File: src/rtl/tmnt_gfx_pkg.sv
// Shared graphics types for the TMNT tile plane path.
// Pixel/attribute bundle, planar ROM bit order, shifter states.
package tmnt_gfx_pkg;

    localparam int PIX_W   = 4;
    localparam int COL_W   = 8;
    localparam int ROW_PIX = 8;
    localparam int DLY_LEN = 8;

    // LSB position of each bitplane byte inside a 32-bit ROM row
    localparam logic [4:0] PLANE3_LSB = 5'd24;
    localparam logic [4:0] PLANE2_LSB = 5'd16;
    localparam logic [4:0] PLANE1_LSB = 5'd8;
    localparam logic [4:0] PLANE0_LSB = 5'd0;

    typedef struct packed {
        logic [PIX_W-1:0] pix;
        logic [COL_W-1:0] col;
    } pix_attr_t;

    typedef enum logic {
        ST_EMPTY = 1'b0,
        ST_SHIFT = 1'b1
    } shift_state_t;

    // Pixel n (0 = leftmost) sits at bit 7-n of each plane byte
    function automatic logic [PIX_W-1:0] planar_pixel(
        input logic [31:0] row,
        input logic [2:0]  n
    );
        logic [4:0] off;
        off = {2'b00, ~n};
        planar_pixel = {
            row[PLANE3_LSB + off],
            row[PLANE2_LSB + off],
            row[PLANE1_LSB + off],
            row[PLANE0_LSB + off]
        };
    endfunction

endpackage

File: src/rtl/k051962_fine_delay.sv
// Fine-scroll delay line: 8 pixel/attribute entries, tap picked by FINE.
// FINE is latched on each pixel enable so a change lands with the next pixel.
module k051962_fine_delay
    import tmnt_gfx_pkg::*;
(
    input  logic       clk_24M,
    input  logic       nRES,
    input  logic       PIX_CE,
    input  logic [2:0] FINE,
    input  pix_attr_t  din,
    output pix_attr_t  dout
);

    pix_attr_t  taps_q [DLY_LEN];
    logic [2:0] fine_q;

    // Shift one entry per pixel; entry i holds the pixel from i pixels ago
    always_ff @(posedge clk_24M or negedge nRES) begin
        if (!nRES) begin
            for (int i = 0; i < DLY_LEN; i++) begin
                taps_q[i] <= '0;
            end
            fine_q <= 3'd0;
        end else if (PIX_CE) begin
            taps_q[0] <= din;
            for (int i = 1; i < DLY_LEN; i++) begin
                taps_q[i] <= taps_q[i-1];
            end
            fine_q <= FINE;
        end
    end

    assign dout = taps_q[fine_q];

endmodule

File: src/rtl/k051962_plane_shifter.sv
// K051962 tile plane pixel shifter with fine horizontal scroll.
// Define K051962_PLANE_SHIFTER_FLIPX_EN to build horizontal flip support.
module k051962_plane_shifter
    import tmnt_gfx_pkg::*;
(
    input  logic        clk_24M,
    input  logic        nRES,
    input  logic        PIX_CE,
    input  logic        LOAD,
    input  logic [31:0] ROM_D,
    input  logic [7:0]  COL,
    input  logic        FLIP_X,
    input  logic [2:0]  FINE,
    output logic [3:0]  PIX,
    output logic [7:0]  PCOL,
    output logic        OPAQUE
);

    shift_state_t     state_q;
    shift_state_t     state_d;
    logic [2:0]       count_q;
    logic [PIX_W-1:0] shreg_q  [ROW_PIX];
    logic [PIX_W-1:0] load_row [ROW_PIX];
    logic [COL_W-1:0] attr_q;
    logic             load_ok;
    logic             row_done;
    logic             advance;
    pix_attr_t        stream;
    pix_attr_t        tap;

    assign load_ok  = PIX_CE & LOAD;
    assign advance  = PIX_CE & ~LOAD & (state_q == ST_SHIFT);
    assign row_done = advance & (count_q == 3'd7);

`ifdef K051962_PLANE_SHIFTER_FLIPX_EN
    // Unpack the planar row, mirrored when the tile is flipped
    always_comb begin
        for (int n = 0; n < ROW_PIX; n++) begin
            load_row[n] = planar_pixel(
                ROM_D,
                FLIP_X ? 3'(ROW_PIX - 1 - n) : 3'(n)
            );
        end
    end
`else
    logic unused_flip_x;
    assign unused_flip_x = FLIP_X;

    // Unpack the planar row in screen order
    always_comb begin
        for (int n = 0; n < ROW_PIX; n++) begin
            load_row[n] = planar_pixel(ROM_D, 3'(n));
        end
    end
`endif

    // State register
    always_ff @(posedge clk_24M or negedge nRES) begin
        if (!nRES) begin
            state_q <= ST_EMPTY;
        end else begin
            state_q <= state_d;
        end
    end

    // Next state: a load always wins over running out of pixels
    always_comb begin
        state_d = state_q;
        unique case (1'b1)
            load_ok:  state_d = ST_SHIFT;
            row_done: state_d = ST_EMPTY;
            default:  state_d = state_q;
        endcase
    end

    // Pixel fed to the delay line: head of shifter, or transparent
    always_comb begin
        stream = '0;
        if (state_q == ST_SHIFT) begin
            stream.pix = shreg_q[0];
            stream.col = attr_q;
        end
    end

    // Row shifter, pixel counter and attribute latch
    always_ff @(posedge clk_24M or negedge nRES) begin
        if (!nRES) begin
            for (int n = 0; n < ROW_PIX; n++) begin
                shreg_q[n] <= '0;
            end
            count_q <= 3'd0;
            attr_q  <= '0;
        end else if (load_ok) begin
            for (int n = 0; n < ROW_PIX; n++) begin
                shreg_q[n] <= load_row[n];
            end
            count_q <= 3'd0;
            attr_q  <= COL;
        end else if (advance) begin
            for (int n = 0; n < ROW_PIX - 1; n++) begin
                shreg_q[n] <= shreg_q[n+1];
            end
            shreg_q[ROW_PIX-1] <= '0;
            count_q <= count_q + 3'd1;
        end
    end

    k051962_fine_delay u_fine_delay (
        .clk_24M (clk_24M),
        .nRES    (nRES),
        .PIX_CE  (PIX_CE),
        .FINE    (FINE),
        .din     (stream),
        .dout    (tap)
    );

    assign PIX    = tap.pix;
    assign PCOL   = tap.col;
    assign OPAQUE = |tap.pix;

endmodule
File: config.mk
export PLATFORM = sky130hd
export DESIGN_NAME = k051962_plane_shifter
export DESIGN_NICKNAME = d
export VERILOG_FILES = /design/src/rtl/tmnt_gfx_pkg.sv /design/src/rtl/k051962_fine_delay.sv /design/src/rtl/k051962_plane_shifter.sv
export SDC_FILE = /design/constraint.sdc
export NUM_CORES = 1
export LEC_CHECK = 0
export CORE_UTILIZATION = 40
export DETAILED_ROUTE_END_ITERATION = 10
export RECOVER_POWER = 25
export SLEW_MARGIN = 20
export SYNTH_ARGS = -nofsm -noshare
export SYNTH_HDL_FRONTEND = slang
export SYNTH_SLANG_ARGS = --single-unit
export TNS_END_PERCENT = 30
File: constraint.sdc
create_clock -name clk_24M -period 1.8 [get_ports clk_24M]
set_clock_uncertainty 0.1 [all_clocks]
set_input_delay 0.27 -clock clk_24M [delete_from_list [all_inputs] [get_ports clk_24M]]
set_output_delay 0.27 -clock clk_24M [all_outputs]
set_load 0.03 [all_outputs]
==> results.json, run 1 <==
{
  "dieArea_um2": 16600,
  "start_util_pct": 41.6,
  "required_ns": 1.43,
  "grt_max_degree": 60,
  "arrival_ns": 2.09,
  "vias_per_cell": 4.91,
  "grtUsageTotal_pct": 16.4,
  "cts_setup_buffers": 0,
  "htree_levels": 4,
  "critPathSlowestCell": "mux4_4",
  "status": "finished with violations",
  "cp_cell_sequence": "mux4_4, mux2_4, buf_6",
  "cp-start-kind": "register",
  "layout_setup_ws_ns": -0.656,
  "n_antenna_cell": 0,
  "cts_buffers": 17,
  "cts.path.max_buffers": 2,
  "rows": 45,
  "cp_num_cells": 3,
  "post-dp-hpwl_um": 8020,
  "cp_top_family": "multiplexers",
  "cpPeakStageDelay_ns": 0.67,
  "power_density_nw_per_um2": 1360,
  "rr_startpoint": "state_q",
  "reg2regPathDepth": 4,
  "fmax_mhz": 407,
  "syn-cell-area_um2": 6420,
  "grt_overflow": 0,
  "die_h_um": 129,
  "syn_inst": 459,
  "ir_drop_v": 0.000767,
  "ys_types": 25,
  "rsz0062_at_grt": "yes",
  "gp_congestion": 0.732,
  "clock_latency_ns": 0.42,
  "initialDrtViolationCount": 209,
  "power_frac_comb_pct": 25.2,
  "vias": 3826,
  "fin_nets": 607,
  "synth_seq_area_share_pct": 55.7,
  "grt_pass1_wl_um": 20700,
  "switchingPower_w": 0.00291,
  "setup.worst_path.class": "reg -> out",
  "ant_nets": 0,
  "antenna_found_initial": 0,
  "reg2reg_to": "shreg_q[24]",
  "cts_tree": "yes",
  "cts.root.buffer_cell": "clkbuf_16",
  "fin_crit_sh_pct": 136,
  "setup_viol": 13,
  "min-delay-start": "PIX_CE",
  "end_kind": "primary output",
  "hold_viol_final": 0,
  "area_delta_synth_final_pct": 28.4,
  "core_area_um2": 15400,
  "dr.pass1.iters": 6,
  "clkPwrFrac_pct": 33.5,
  "final_core_util_pct": 53.5,
  "violations": "negative setup slack",
  "avgSynthCellArea_um2": 14.0,
  "max_cap_violations": 0,
  "io_pins": 61,
  "hold_class": "in -> reg",
  "route.detailed.drc": 0,
  "synth-seq-cells": 143,
  "wl_per_cell_um": 15.4,
  "path_clk_slew_ns": 0.06,
  "min_period_ns": 2.46,
  "slew_headroom_pct": 30.0,
  "seq_power_share_pct": 41.2,
  "slew_violations": 0,
  "grt_pass1_vias": 4106,
  "hold_ws_ns": 0.125,
  "hold-path-endpoint": "count_q[1]",
  "regToRegSetupSlack_ns": 0.32,
  "max_slew.worst_pin.slew_ns": 1.05,
  "fillers": 1304,
  "drive_gt1_share_pct": 39.4,
  "io_buffers": 59,
  "p_int_w": 0.00834,
  "crit_fanout": 8,
  "switching_share_pct": 25.9,
  "syn_nets": 509,
  "p_leak_nw": 3.77,
  "hold_depth": 2,
  "drt-total-wl_um": 12000,
  "cp.buffers_inverters": 1,
  "finalPower_w": 0.0113,
  "final.setup.tns_ns": -7.99,
  "clock_sinks": 143,
  "die_w_um": 129,
  "yosys_warnings": 0
}
per-stage QoR:
stage | area, um^2 | worst slack [ns] | std cells
floorplan | 6430 | -0.0650 | 459
finish | 8250 | -0.656 | 780
CTS | 8270 | -0.689 | 780
global route | 8250 | -0.751 | 780
detailed placement | 7520 | -0.655 | 746
global placement | 7520 | -0.630 | 746
cells in the final DEF (no fill, tap or decap), types with 3 or more instances in the layout:
master             n
mux2_4             8
mux2_2            96
bufinv_16          5
mux2i_1           44
clkdlybuf4s50_1   44
nand2_1           42
o22ai_1            3
clkbuf_2           3
clkbuf_16         17
a22o_1             4
inv_2              3
o21ai_0           40
clkinv_2           3
inv_1             16
clkinvlp_4         3
mux4_2            18
buf_12             6
dfrtp_1          142
buf_4             39
buf_6             15
logic make-up (layout without fill, tap and decap cells):
kind of cell / count (synthesis) / count (layout) / share of synthesized area (%)
compound gates: 50 / 50 / 4.34
mux: 168 / 168 / 32.9
fa+ha+maj: 2 / 2 / 0.389
flops: 143 / 143 / 55.7
simple gates: 46 / 46 / 2.80
buf+inv: 50 / 160 / 3.88
state kept, by name (all words and copies together) (netlist names):
signal,count
count_q,3
shreg_q,32
u_fine_delay.taps_q,96
attr_q,8
state_q,1
u_fine_delay.fine_q,3
repair_timing:
action,in CTS,in global routing
cloned,2,0
gates resized for setup,68,0
hold buffers,1,0
hold endpoints to repair,32,0
setup endpoints to repair,13,13
pin swaps,1,0
how the worst max path moves through the flow:
stage | end | startpoint
floorplan | OPAQUE | u_fine_delay.fine_q[0]
global placement | PCOL[1] | u_fine_delay.fine_q[0]
detailed placement | PCOL[1] | u_fine_delay.fine_q[0]
CTS | PCOL[5] | u_fine_delay.fine_q[0]
global route | OPAQUE | u_fine_delay.fine_q[0]
finish | PCOL[5] | u_fine_delay.fine_q[0]
metal layers:
layer | global-route usage (%) | wire [um] | vias up
li1 | - | - | 1838
met1 | 23.3 | 6030 | 1910
met2 | 24.3 | 5470 | 66
met3 | 4.37 | 379 | 12
met4 | 5.61 | 138 | 0
met5 | 0 | 0 | -
final cells by class:
type,instances,area (um^2),share of cell area [%]
tap,211,264,3.20
sequential,143,3580,43.4
multi-input combinational,266,2580,31.3
clock inverter,11,188,2.28
timing repair buffer,110,1100,13.4
clock buffer,20,457,5.54
inverter,19,71.3,0.865
synth_stat cells (all sizes together):
master	number	area, um^2
a21o	1	7.51
a22o	4	35.0
a2bb2oi	2	17.5
and2	2	12.5
buf	20	133
clkbuf	11	45.1
dfrtp	143	3580
ha	2	25.0
inv	19	71.3
mux2	104	1170
mux2i	44	440
mux4	20	502
nand2	42	158
nand4	1	6.26
nor2	1	3.75
o21ai	40	200
o22ai	3	18.8
power groups by stage:
stage	Combinational, W	Sequential [W]	Clock (W)
6_report	0.00284	0.00464	0.00377
5_1_grt	0.00309	0.00475	0.00401
4_1_cts	0.00289	0.00464	0.00390
3_5_place_dp	0.00268	0.00466	0
3_3_place_gp	0.00260	0.00462	0
2_1_floorplan	0.00176	0.00448	0
Power figures use the tool's default switching activity.
==> run 2: changes to the inputs <==
--- a/config.mk
+++ b/config.mk
@@ -6,6 +6,7 @@
 export NUM_CORES = 1
 export LEC_CHECK = 0
 export CORE_UTILIZATION = 40
+export CTS_BUF_LIST = sky130_fd_sc_hd__clkbuf_4 sky130_fd_sc_hd__clkbuf_8
 export DETAILED_ROUTE_END_ITERATION = 10
 export RECOVER_POWER = 25
 export SLEW_MARGIN = 20
==> constraint.sdc (replaced) <==
create_clock -name clk_24M -period 1.8 [get_ports clk_24M]
set_clock_uncertainty 0.1 [all_clocks]
set_input_delay 0.36 -clock clk_24M [delete_from_list [all_inputs] [get_ports clk_24M]]
set_output_delay 0.36 -clock clk_24M [all_outputs]
set_load 0.03 [all_outputs]
==> results.json, run 2 (same netlist as run 1, synthesis figures left out) <==
{
  "cts_buffers": 17,
  "setup.worst_path.class": "reg -> out",
  "finalPower_w": 0.00990,
  "cts.root.buffer_cell": "clkbuf_8",
  "grtUsageTotal_pct": 16.1,
  "htree_levels": 4,
  "gp_congestion": 0.733,
  "vias": 3807,
  "hold-path-endpoint": "count_q[0]",
  "end_kind": "primary output",
  "die_w_um": 129,
  "grt_pass1_wl_um": 20200,
  "wl_per_cell_um": 15.4,
  "slew_violations": 0,
  "cts.path.max_buffers": 2,
  "p_leak_nw": 3.66,
  "io_buffers": 59,
  "power_density_nw_per_um2": 1240,
  "area_delta_synth_final_pct": 24.7,
  "fin_crit_sh_pct": 142,
  "setup_viol": 13,
  "ir_drop_v": 0.000552,
  "route.detailed.drc": 0,
  "largest_registers": "u_fine_delay.taps_q (96), shreg_q (32), attr_q (8)",
  "min_period_ns": 2.55,
  "regToRegSetupSlack_ns": 0.32,
  "status": "finished with violations",
  "dr.pass1.iters": 4,
  "slew_headroom_pct": 29.9,
  "fin_nets": 604,
  "hold_viol_final": 0,
  "fmax_mhz": 392,
  "layout.cells.non_filler": 778,
  "die_h_um": 129,
  "required_ns": 1.34,
  "rr_startpoint": "state_q",
  "hold_class": "in -> reg",
  "antenna_found_initial": 0,
  "clock_sinks": 143,
  "grt_pass1_vias": 3969,
  "min-delay-start": "PIX_CE",
  "top_register": "u_fine_delay.taps_q",
  "drive_gt1_share_pct": 38.3,
  "cp-start-kind": "register",
  "ant_nets": 0,
  "rows": 45,
  "n_antenna_cell": 0,
  "crit_fanout": 7,
  "start_util_pct": 41.6,
  "max_slew.worst_pin.slew_ns": 1.05,
  "layout_setup_ws_ns": -0.752,
  "post-dp-hpwl_um": 7830,
  "arrival_ns": 2.09,
  "rsz0062_at_grt": "yes",
  "final_cell_mix": "142 x dfrtp_1, 97 x mux2_2, 44 x clkdlybuf4s50_1",
  "violations": "negative setup slack",
  "clock_latency_ns": 0.44,
  "grt_overflow": 0,
  "grt_max_degree": 70,
  "dpl.cell_count": 740,
  "max_cap_violations": 0,
  "drt-total-wl_um": 11900,
  "hold_depth": 2,
  "initialDrtViolationCount": 198,
  "reg2regPathDepth": 4,
  "cts_tree": "yes",
  "vias_per_cell": 4.89,
  "dieArea_um2": 16600,
  "io_pins": 61,
  "largest_reg_flops": 96,
  "path_clk_slew_ns": 0.09,
  "final.setup.tns_ns": -9.17,
  "core_area_um2": 15400,
  "final_core_util_pct": 51.9,
  "layout_commonest_cell": "dfrtp_1",
  "reg2reg_to": "shreg_q[22]"
}
## run 2: changes by cell type in the layout (fill, tap and decap cells not counted), moves of 3 or more
cell | before | now
buf_12 | 6 | 9
buf_4 | 39 | 36
buf_6 | 15 | 12
bufinv_16 | 5 | 2
clkbuf_16 | 17 | 0
clkbuf_8 | 2 | 17
clkinv_4 | 0 | 6
mux4_1 | 1 | 6
mux4_2 | 18 | 13
## run 2: repair_timing
action / CTS / global route
pin swaps: 1 / 1
hold endpoints to repair: 35 / 0
hold buffers: 1 / 0
setup buffers: 4 / 0
cloned: 2 / 0
resized for setup: 49 / 10
setup endpoints to repair: 13 / 13
## run 2: power by group
group / total [W] / internal, W / switching [W] / leakage, nW
Clock: 0.00251 / 0.00124 / 0.00126 / 0.193
Combinational: 0.00278 / 0.00169 / 0.00109 / 1.69
Sequential: 0.00461 / 0.00407 / 0.000541 / 1.78
## run 2: per-layer routing
layer / wire length (um) / GRT usage, % / part of all wire [%]
met1: 5970 / 22.6 / 50
met2: 5370 / 23.5 / 45
met3: 479 / 5.24 / 4.0
met4: 122 / 4.98 / 1.0
met5: 0 / 0 / 0
## run 2: how the worst max path moves through the flow
stage                            from      end  slack, ns  cells after the start
2_1_floorplan  u_fine_delay.fine_q[0]   OPAQUE      -0.15                      5
3_3_place_gp   u_fine_delay.fine_q[0]  PCOL[5]      -0.67                      4
3_5_place_dp   u_fine_delay.fine_q[0]  PCOL[5]      -0.68                      4
5_1_grt        u_fine_delay.fine_q[0]   OPAQUE      -0.85                      6
4_1_cts        u_fine_delay.fine_q[0]  PCOL[1]      -0.84                      5
6_report       u_fine_delay.fine_q[0]   OPAQUE      -0.75                      6
## run 2: stage by stage
step	hold WS [ns]	setup WS [ns]	instance area, um^2
after global routing	0.229	-0.849	8010
after CTS	0.0544	-0.837	8050
after detailed placement	0.199	-0.680	7500
after floorplan	-0.0356	-0.155	6440
after global placement	0.191	-0.670	7500
final	0.223	-0.752	8010
## run 2: area by class of cell
| type | instances | area [um^2] |
|---|---|---|
| Fill cell | 1368 | 7420 |
| Sequential cell | 143 | 3580 |
| Multi-Input combinational cell | 266 | 2600 |
| Timing Repair Buffer | 107 | 1090 |
| Tap cell | 211 | 264 |
| Clock buffer | 17 | 234 |
| Clock inverter | 15 | 163 |
| Inverter | 19 | 71.3 |
## run 2: critical path, cell delays in order (launching register included)
cell,delay [ns]
dfrtp_2,0.46
buf_12,0.16
buf_16,0.14
mux2i_2,0.15
mux4_2,0.49
nand4_1,0.11
buf_6,0.14
==> run 3: changes to the inputs <==
--- a/config.mk
+++ b/config.mk
@@ -5,10 +5,10 @@
 export SDC_FILE = /design/constraint.sdc
 export NUM_CORES = 1
 export LEC_CHECK = 0
+export CORE_MARGIN = 1.5
 export CORE_UTILIZATION = 40
 export CTS_BUF_LIST = sky130_fd_sc_hd__clkbuf_4 sky130_fd_sc_hd__clkbuf_8
 export DETAILED_ROUTE_END_ITERATION = 10
-export RECOVER_POWER = 25
 export SLEW_MARGIN = 20
 export SYNTH_ARGS = -nofsm -noshare
 export SYNTH_HDL_FRONTEND = slang
==> results.json, run 3 (same netlist as run 1, synthesis figures left out) <==
{
  "ant_nets": 0,
  "drt-total-wl_um": 12400,
  "largest_reg_flops": 96,
  "dieArea_um2": 16800,
  "setup_viol": 13,
  "max_cap_violations": 0,
  "fin_nets": 622,
  "crit_fanout": 6,
  "gp_congestion": 0.720,
  "die_w_um": 130,
  "max_slew.worst_pin.slew_ns": 0.536,
  "slew_headroom_pct": 64.3,
  "grtUsageTotal_pct": 16.1,
  "slew_violations": 0,
  "io_pins": 61,
  "die_h_um": 130,
  "cts.root.buffer_cell": "clkbuf_8",
  "status": "finished with violations",
  "route.detailed.drc": 0,
  "area_delta_synth_final_pct": 28.9,
  "violations": "negative setup slack",
  "grt_max_degree": 96,
  "cts_tree": "yes",
  "min_period_ns": 2.58,
  "io_buffers": 59,
  "p_leak_nw": 3.82,
  "hold_viol_final": 0,
  "clock_sinks": 143,
  "path_clk_slew_ns": 0.07,
  "cts.path.max_buffers": 2,
  "final_core_util_pct": 52.5,
  "core_area_um2": 15800,
  "layout_commonest_cell": "dfrtp_1",
  "post-dp-hpwl_um": 8350,
  "setup.worst_path.class": "reg -> out",
  "reg2regPathDepth": 4,
  "dr.pass1.iters": 4,
  "vias_per_cell": 4.88,
  "hold_depth": 2,
  "final_cell_mix": "141 x dfrtp_1, 97 x mux2_2, 52 x buf_4",
  "antenna_found_initial": 0,
  "initialDrtViolationCount": 184,
  "hold_ws_ns": 0.113,
  "regToRegSetupSlack_ns": 0.32,
  "grt_pass1_wl_um": 20800,
  "rsz0062_at_grt": "yes",
  "vias": 3907,
  "layout_setup_ws_ns": -0.776,
  "grt_overflow": 0,
  "top_register": "u_fine_delay.taps_q",
  "wl_per_cell_um": 15.4,
  "end_kind": "primary output",
  "drive_gt1_share_pct": 40.5,
  "rows": 46,
  "start_util_pct": 40.7,
  "htree_levels": 4,
  "arrival_ns": 2.12,
  "largest_registers": "u_fine_delay.taps_q (96), shreg_q (32), attr_q (8)",
  "power_density_nw_per_um2": 1290,
  "ir_drop_v": 0.000478,
  "cts_buffers": 17,
  "hold_class": "in -> reg",
  "required_ns": 1.34,
  "n_antenna_cell": 0,
  "fmax_mhz": 388,
  "clock_latency_ns": 0.45,
  "cp-start-kind": "register",
  "grt_pass1_vias": 4055,
  "fin_crit_sh_pct": 143
}
[run 3: layer usage]
metal  wire length [um]  share of wire (%)  global-route usage, %  vias to the layer above
li1                   -                  -                      -                     1860
met1               5910                 48                   22.8                     1953
met2               5770                 47                   24.2                       75
met3                454                3.7                   3.61                       19
met4                213                1.7                   6.86                        0
met5                  0                  0                      0                        -
[run 3: area by class of cell]
class | instances | area [um^2]
Fill cell | 1390 | 7490
Sequential cell | 143 | 3580
Multi-Input combinational cell | 266 | 2600
Timing Repair Buffer | 125 | 1260
Clock buffer | 22 | 297
Tap cell | 216 | 270
Clock inverter | 10 | 205
Inverter | 19 | 71.3
[run 3: where the power goes]
part	internal [W]	leakage, nW	switching, W
Combinational	0.00178	1.79	0.00114
Sequential	0.00407	1.78	0.000548
Clock	0.00195	0.249	0.00117
Total	0.00780	3.82	0.00285
[run 3: final timing paths]
| path | from | endpoint |
|---|---|---|
| max | u_fine_delay.fine_q[0] | OPAQUE |
| min | PIX_CE | u_fine_delay.taps_q[94] |
| max reg2reg | state_q | shreg_q[15] |
| min reg2reg | attr_q[6] | u_fine_delay.taps_q[90] |
| max in group asynchronous | nRES | u_fine_delay.fine_q[1] |
| min in group asynchronous | nRES | u_fine_delay.taps_q[37] |
[run 3: repair_timing]
| item | CTS | global route |
|---|---|---|
| pin swaps | 1 | 0 |
| resized for setup | 68 | 3 |
| cloned | 2 | 0 |
| endpoints found under the setup margin | 13 | 13 |
| hold endpoints to repair | 31 | 0 |
| hold buffers | 1 | 0 |
| setup buffers | 2 | 1 |
[run 3: worst max-delay path: stages, from the launching register on]
cell and delay [ns]:
dfrtp_2 0.46, buf_8 0.17, buf_12 0.14, mux2i_1 0.12
mux4_2 0.51, nand4_1 0.13, buf_6 0.14
[run 3: per-stage QoR]
stage | total power [W] | TNS (ns) | instance area, um^2 | instances | worst slack [ns]
after floorplan | 0.00625 | -1.50 | 6440 | 459 | -0.155
after global placement | 0.00731 | -7.25 | 7650 | 763 | -0.712
after detailed placement | 0.00746 | -7.87 | 7650 | 763 | -0.773
after CTS | 0.0108 | -10.02 | 8280 | 800 | -0.817
after global routing | 0.0112 | -10.32 | 8280 | 801 | -0.844
final | 0.0107 | -9.34 | 8280 | 801 | -0.776
